## config.mk

```make
export PLATFORM = sky130hd
export DESIGN_NAME = mux4_rr_arbiter_flat
export DESIGN_NICKNAME = d
export VERILOG_FILES = /design/src/rtl/mux4_rr_arbiter_if.sv /design/src/rtl/mux4_rr_arbiter.sv /design/src/flat_wrapper.sv
export SDC_FILE = /design/constraint.sdc
export NUM_CORES = 1
export LEC_CHECK = 0
export CORE_MARGIN = 10
export CORE_UTILIZATION = 23
export CTS_CLUSTER_DIAMETER = 40
export DETAILED_ROUTE_END_ITERATION = 8
export HOLD_SLACK_MARGIN = 0.05
export SETUP_SLACK_MARGIN = 0.3
export SLEW_MARGIN = 5
export SYNTH_ARGS = -nofsm -noshare
export SYNTH_HDL_FRONTEND = slang
export SYNTH_SLANG_ARGS = --single-unit
```

## constraint.sdc

```tcl
create_clock -name clk -period 3.18 [get_ports clk]
set_clock_uncertainty 0.05 [all_clocks]
set_input_delay 0.636 -clock clk [delete_from_list [all_inputs] [get_ports clk]]
set_output_delay 0.636 -clock clk [all_outputs]
set_load 0.1 [all_outputs]
```

## src/rtl/mux4_rr_arbiter_if.sv

```systemverilog
// mux4_rr_arbiter_if: request/grant bundle between four requesters and the mux-select arbiter.
//   req  [3:0] request vector, one bit per requester
//   gnt  [3:0] one-hot registered grant, zero when idle
//   S1, S0     mux select lines, {S1,S0} = index of granted requester
//   busy       high while any grant is active
//   master modport: arbiter side; slave modport: requester side.
interface mux4_rr_arbiter_if;
    logic [3:0] req;
    logic [3:0] gnt;
    logic       S1;
    logic       S0;
    logic       busy;
    modport master (input req, output gnt, S1, S0, busy);
    modport slave  (output req, input gnt, S1, S0, busy);
endinterface

```

## src/rtl/mux4_rr_arbiter.sv

```systemverilog
// mux4_rr_arbiter: round-robin arbiter driving the select pins of a shared 4:1 mux.
//   clk     rising-edge clock
//   rst     synchronous active-high reset
//   arb_if  master modport: req in; gnt, S1, S0, busy out (all registered)
// Build option: define MUX_ARB_QUANTUM_EN to preempt an owner after QUANTUM
// consecutive grant cycles when another requester is waiting.
module mux4_rr_arbiter #(
    parameter int QUANTUM = 8,
    parameter int CNT_W   = 8
) (
    input  logic                      clk,
    input  logic                      rst,
    mux4_rr_arbiter_if.master         arb_if
);
    localparam logic [0:0] IDLE  = 1'b0;
    localparam logic [0:0] GRANT = 1'b1;

    logic [0:0]       state_q, state_d;
    logic [3:0]       gnt_q, gnt_d;
    logic [1:0]       sel_q, sel_d;
    logic [1:0]       last_q, last_d;
    logic             busy_q, busy_d;
    logic [CNT_W-1:0] cnt_q, cnt_d;

    logic [3:0] cand;
    logic       found;
    logic [1:0] win;
    logic       at_q;
    logic       take;

    // Scan last+1, last+2, ... ; while granting, the owner is excluded so a
    // handoff always goes to someone else (offset 4 then never matches).
    always_comb begin
        cand = arb_if.req;
        if (state_q == GRANT) cand[last_q] = 1'b0;
        found = 1'b0;
        win   = last_q;
        for (int k = 4; k >= 1; k--) begin
            if (cand[last_q + 2'(k)]) begin
                found = 1'b1;
                win   = last_q + 2'(k);
            end
        end
    end

    assign at_q = (cnt_q == CNT_W'(QUANTUM - 1));

`ifdef MUX_ARB_QUANTUM_EN
    assign take = (state_q == IDLE) || !arb_if.req[last_q] || (at_q && found);
`else
    assign take = (state_q == IDLE) || !arb_if.req[last_q];
`endif

    always_comb begin
        state_d = state_q;
        gnt_d   = gnt_q;
        sel_d   = sel_q;
        last_d  = last_q;
        cnt_d   = cnt_q;
        if (take) begin
            cnt_d = '0;
            if (found) begin
                state_d = GRANT;
                gnt_d   = 4'b0001 << win;
                sel_d   = win;
                last_d  = win;
            end else begin
                state_d = IDLE;
                gnt_d   = 4'b0000;
            end
        end else begin
`ifdef MUX_ARB_QUANTUM_EN
            // Quantum expired with nobody waiting: owner keeps the mux, fresh quantum.
            cnt_d = at_q ? '0 : cnt_q + 1'b1;
`else
            cnt_d = at_q ? cnt_q : cnt_q + 1'b1;
`endif
        end
        busy_d = |gnt_d;
    end

    always_ff @(posedge clk) begin
        if (rst) begin
            state_q <= IDLE;
            gnt_q   <= 4'b0000;
            sel_q   <= 2'b00;
            last_q  <= 2'd3;
            busy_q  <= 1'b0;
            cnt_q   <= '0;
        end else begin
            state_q <= state_d;
            gnt_q   <= gnt_d;
            sel_q   <= sel_d;
            last_q  <= last_d;
            busy_q  <= busy_d;
            cnt_q   <= cnt_d;
        end
    end

    assign arb_if.gnt  = gnt_q;
    assign arb_if.S1   = sel_q[1];
    assign arb_if.S0   = sel_q[0];
    assign arb_if.busy = busy_q;
endmodule

```

## src/flat_wrapper.sv

```systemverilog
// flat-port wrapper written by rule: the top's interface ports become plain ports
module mux4_rr_arbiter_flat 
#(
    parameter int QUANTUM = 8,
    parameter int CNT_W   = 8
)
  (clk, rst, arb_if_req, arb_if_gnt, arb_if_S1, arb_if_S0, arb_if_busy);
  mux4_rr_arbiter_if arb_if_i ();
  input  logic clk;
  input  logic rst;
  input wire logic [$bits(arb_if_i.req)-1:0] arb_if_req;
  output wire logic [$bits(arb_if_i.gnt)-1:0] arb_if_gnt;
  output wire logic [$bits(arb_if_i.S1)-1:0] arb_if_S1;
  output wire logic [$bits(arb_if_i.S0)-1:0] arb_if_S0;
  output wire logic [$bits(arb_if_i.busy)-1:0] arb_if_busy;
  assign arb_if_i.req = arb_if_req;
  assign arb_if_gnt = arb_if_i.gnt;
  assign arb_if_S1 = arb_if_i.S1;
  assign arb_if_S0 = arb_if_i.S0;
  assign arb_if_busy = arb_if_i.busy;
  mux4_rr_arbiter #(.QUANTUM(QUANTUM), .CNT_W(CNT_W)) u_core (.clk(clk), .rst(rst), .arb_if(arb_if_i));
endmodule
```

# Word-level counts from Yosys, hierarchy flattened
# Index checks and enable logic that the tools add are counted.
[totals] out_inout_bits=7 elab_cells=45 reg_bits=10 inputBits=6
[classes] mux=23 reduce_logical=5 n_bitwise=3 order_cmp=5 addsub=3 shift=1
[op_table] op="2-bit by 3-bit less-than comparator with 1-bit output, second input constant" n=4
[op_table] op="4-bit 2-to-1 mux" n=3
[op_table] op="1-bit 2-to-1 mux" n=11
[op_table] op="1-bit binary-select mux with 2-bit select" n=5
[op_table] op="2-bit 2-to-1 mux" n=3
[op_table] op="2-bit adder, second input constant" n=2
[op_table] op="4-bit AND" n=1
[op_table] op="4-bit NOT" n=1
[op_table] op="4-bit OR reduction" n=1
[op_table] op="1-bit by 2-bit << shifter with 4-bit output, first input constant" n=1
[op_table] op="2-bit by 1-bit adder with 2-bit output, second input constant" n=1
[op_table] op="1-bit demux with 2-bit select" n=1
[op_table] op="2-bit by 1-bit greater-or-equal comparator with 1-bit output, second input constant" n=1
[op_table] op="2-bit AND reduction" n=1
[op_table] op="1-bit logical AND" n=1
[op_table] op="1-bit logical NOT" n=1
[op_table] op="1-bit logical OR" n=1
[op_table] op="1-bit NOT" n=1

# Logic depth before layout (Yosys ltp)
[logic_depth] word_depth=16 mapped_depth=9 ltp_nobuf=8

# Worst setup path after synthesis
# OpenSTA, ideal clock, no wires.
[synth_timing] path_kind="register -> register" start="register u_core.last_q[0]" end="register u_core.gnt_q[3], in the netlist u_core.arb_if.gnt[3]" path_buffers=0 stages_incl_launch_ff=9 slack_ps=1025 arrival_time_ps=1988 setup_time_ps=118 cell_sequence="dfxtp_1 -> clkinv_1 -> ha_1 -> mux2_2 -> a21oi_1 -> nand2_1 -> a31oi_1 -> nand3_1 -> a22o_1"
[synth_via] elab_chain_len=15 elab_cells_between_ends=33 cone_classes="add/sub: 3; order compare: 2; shift: 1; mux: 22; bitwise: 2; reduce/logical: 3"
[synth_lines] item="start: declaration" line_no="mux4_rr_arbiter.sv:21" source="logic [1:0] last_q, last_d;"
[synth_lines] item="start signal: assignment" line_no="mux4_rr_arbiter.sv:94" source="last_q <= last_d;"
[synth_lines] item="2-bit by 3-bit less-than comparator with 1-bit output (not written as such) / 2-bit by 1-bit greater-or-equal comparator with 1-bit output (equally long branches)" line_no="mux4_rr_arbiter.sv:35" source="if (state_q == GRANT) cand[last_q] = 1'b0;"
[synth_lines] item="1-bit logical AND (not written as such)" line_no="mux4_rr_arbiter.sv:35"
[synth_lines] item="1-bit 2-to-1 mux (not written as such)" line_no="mux4_rr_arbiter.sv:35"
[synth_lines] item="1-bit demux with 2-bit select"
[synth_lines] item="4-bit NOT (no source line)"
[synth_lines] item="4-bit AND (no source line)"
[synth_lines] item="4-bit 2-to-1 mux" line_no="mux4_rr_arbiter.sv:35"
[synth_lines] item="1-bit binary-select mux with 2-bit select" line_no="mux4_rr_arbiter.sv:39" source="if (cand[last_q + 2'(k)]) begin"
[synth_lines] item="1-bit 2-to-1 mux (not written as such)" line_no="mux4_rr_arbiter.sv:39"
[synth_lines] item="2-bit 2-to-1 mux / 1-bit 2-to-1 mux (equally long branches) (3 in series)" line_no="mux4_rr_arbiter.sv:39"
[synth_lines] item="1-bit by 2-bit << shifter with 4-bit output / 1-bit 2-to-1 mux (equally long branches)" line_no="mux4_rr_arbiter.sv:64, mux4_rr_arbiter.sv:39"
[synth_lines] item="4-bit 2-to-1 mux" line_no="mux4_rr_arbiter.sv:62" source="if (found) begin"
[synth_lines] item="4-bit 2-to-1 mux *" line_no="mux4_rr_arbiter.sv:60" source="if (take) begin"
[synth_lines] item="end signal: assignment" line_no="mux4_rr_arbiter.sv:92" source="gnt_q <= gnt_d;"
[synth_lines] item="end: declaration" line_no="mux4_rr_arbiter.sv:19" source="logic [3:0] gnt_q, gnt_d;"
# Mark *: on every way between the ends. The rest lies on a longest branch, timed or not. The select of a mux whose other input is x is not followed.
# A chain may end at the register's enable or synchronous reset.

# Worst setup path in the final report
# Same ends and word-level chain as after synthesis.

==> impl_metrics.tcl <==
set metrics [dict create \
    status "finished clean" \
    cp.arrival_ps 2650 \
    synthTopCellsByArea "dfxtp_1 26%, ha_1 6.5%, nand2_1 5.4%, mux2i_1 5.2%, a21oi_1 3.9%" \
    drt_wl_total_um 1830 \
    ir_drop_mv 0.174 \
    crit_required_ps 3300 \
    rows 20 \
    ys_ff_latch 10 \
    path_cells "clkinv_1 > ha_1 > mux2_2 > a21oi_1 > nand2_1 > a31oi_1 > nand3_1 > a22o_1" \
    slowest_stage "dfxtp_1" \
    cts_max_level 1 \
    portBuffers 12 \
    max-cap-violations 0 \
    numCtsBuffers 3 \
    netlist_area_sq_um 769 \
    die_y_um 77.8 \
    max_freq_mhz 395 \
    track_usage_pct 6.15 \
    ys_warn_count 0 \
    rsz0062_at_grt "no" \
    dp.cells 145 \
    syn2layout_area_growth_pct 23.6 \
    fillers 338 \
    grt_max_degree 12 \
    syn-num-nets 101 \
    via_count 701 \
    drcViolationCount 0 \
    synth_edf_count 0 \
    synthArstFlopShare_pct 0 \
    grt_pass1_vias 652 \
    tns_ps 0 \
    core_area_sq_um 3130 \
    gr-total-overflow 0 \
    reg2reg_from "u_core.last_q[0]$_SDFFE_PP1P_" \
    min-delay-start "u_core.sel_q[1]$_SDFFE_PP0P_" \
    synth_sequential_area_ratio_pct 26.0 \
    reg2reg_slack_ps 650 \
    leakagePower_nw 0.396 \
    place.gp.congestion 0.804 \
    p_per_area_nw_per_um2 1030 \
    synth.distinct_cells 39 \
    synth_top_area_share_pct 26.0 \
    total_power_w 0.000980 \
    yosysMostFrequentCell "nand2_1" \
    final_util_pct 30.4 \
    synth-main-ff-cell "dfxtp_1" \
    crit_start "u_core.last_q[0]$_SDFFE_PP1P_" \
    cts_hold_buffers 0 \
    cts_resized 0 \
    initial_core_util_pct 24.6 \
    min_path_type "flop to flop" \
    drive_gt1_share_pct 23.8 \
    cp_max_fo 8 \
    first_iter_violations 48 \
    cts_setup_buffers 0 \
    period_needed_ps 2530 \
    viasPerCell 4.70 \
    clockRootBuffer "clkbuf_4" \
    fp.dieArea_sq_um 6060 \
    dpl.hpwl_um 1490 \
    grt_pass1_wl_um 3060 \
    post-route-period-util_pct 79.6 \
    setup_viol 0 \
    path_class "flop to flop" \
    worstMarginPinSlew_ps 371 \
    finalHoldViolCount 0 \
    relSlewSlack_pct 74.9 \
    clockBufferDepth 2 \
    wl_per_cell_um 12.3 \
    cts_tree "yes" \
    fin_nets 116 \
    boundaryPins 13 \
    antenna_left 0 \
    n_antenna_cell 0 \
    syn_inst 91 \
    die_x_um 77.8 \
    synthTopCellsByCount "11 x nand2_1, 10 x dfxtp_1, 8 x nor2_1" \
    end_kind "flop" \
    path_clk_slew_ps 70 \
    grt_antenna_before_repair 0 \
    slew_violations 0 \
    cts_num_sinks 10 \
    avgSynthCellArea_sq_um 8.46 \
    yosysTopAreaCell "dfxtp_1" \
    cpPeakStageDelay_ps 500 \
    start_kind "flop" \
    insertion_delay_ps 270 \
    drtPass1Iterations 4 \
    stdcell_count 149 \
]
logic make-up (layout without fill, tap and decap cells):
| group | after synthesis | in the layout | synth area share, % |
|---|---|---|---|
| AOI/OAI and AO/OA | 28 | 28 | 27.8 |
| xor gates and xnor gates | 1 | 1 | 1.14 |
| adders and majority gates | 4 | 4 | 6.50 |
| buffers and inverters | 8 | 22 | 5.04 |
| DFF | 10 | 10 | 26.0 |
| muxes | 7 | 7 | 11.1 |
| and+or+nand+nor | 33 | 33 | 22.4 |
flip-flops by register name, indices dropped and copies added, names as in the netlist:
register / flops
u_core.arb_if.busy: 1
u_core.arb_if.gnt: 4
u_core.last_q: 2
u_core.sel_q: 2
u_core.state_q: 1
final timing paths:
check,depth (start not counted),endpoint
min reg2reg,2,u_core.sel_q[1]$_SDFFE_PP0P_
min,2,u_core.sel_q[1]$_SDFFE_PP0P_
max reg2reg,8,u_core.arb_if.gnt[3]$_SDFF_PP0_
max,8,u_core.arb_if.gnt[3]$_SDFF_PP0_
where the power goes:
group | leakage (nW) | internal (W) | switching [W] | total (W)
Sequential | 0.0828 | 0.000167 | 0.0000341 | 0.000201
Combinational | 0.292 | 0.000218 | 0.000448 | 0.000666
Clock | 0.0210 | 0.0000695 | 0.0000437 | 0.000113
Total | 0.396 | 0.000455 | 0.000526 | 0.000980
stage by stage:
step / cell area [sq um] / setup WS [ps] / hold WS, ps
2_1_floorplan: 769 / 1020 / 611
3_3_place_gp: 915 / 592 / 400
3_5_place_dp: 915 / 562 / 410
4_1_cts: 951 / 629 / 418
5_1_grt: 951 / 423 / 441
6_report: 951 / 648 / 414
final cells by class:
| class | instances | area [sq um] | area share [%] |
|---|---|---|---|
| Sequential cell | 10 | 200 | 21.1 |
| Multi-Input combinational cell | 73 | 531 | 55.8 |
| Inverter | 5 | 18.8 | 1.97 |
| Tap cell | 44 | 55.1 | 5.79 |
| Timing Repair Buffer | 13 | 110 | 11.6 |
| Clock buffer | 4 | 36.3 | 3.82 |
layout by cell type, fill, tap and decap left out, drive strengths merged:
cell type      Yosys  layout
and2               2       2
buf                3       8
nor2               8       8
inv                4       4
o21a               1       1
clkinv             1       1
nor4b              1       1
a22o               2       2
o21ai              6       6
a211oi             1       1
mux4               1       1
and3               2       2
o41ai              1       1
a32oi              1       1
a21oi              7       7
nand3b             1       1
nand2b             4       4
nor3               1       1
ha                 4       4
a31oi              2       2
mux2i              4       4
o21bai             1       1
xnor2              1       1
o221a              2       2
clkbuf             0       4
clkdlybuf4s50      0       5
or4                1       1
a21boi             2       2
dfxtp             10      10
or3                1       1
o221ai             1       1
mux2               2       2
o311ai             1       1
nand2             11      11
nand3              1       1
critical path: cells and delay by family, from the launching register on:
| family | cells | cell delay, ps |
|---|---|---|
| multiplexers | 1 | 270 |
| flip-flops | 1 | 500 |
| AND/OR/NAND/NOR | 2 | 240 |
| adder cells (fa/ha/maj) | 1 | 340 |
| AO/OA/AOI/OAI | 3 | 680 |
| buffers and inverters | 1 | 350 |
per-layer routing:
metal  part of all wire (%)  vias up  global-route usage (%)
met4                    2.8        0                    4.38
li1                       -      362                       -
met3                    5.0        4                    1.73
met1                     48      323                    7.36
met2                     44       12                    9.20
met5                      0        -                       0
No activity file was read; power rests on OpenSTA's default activity.
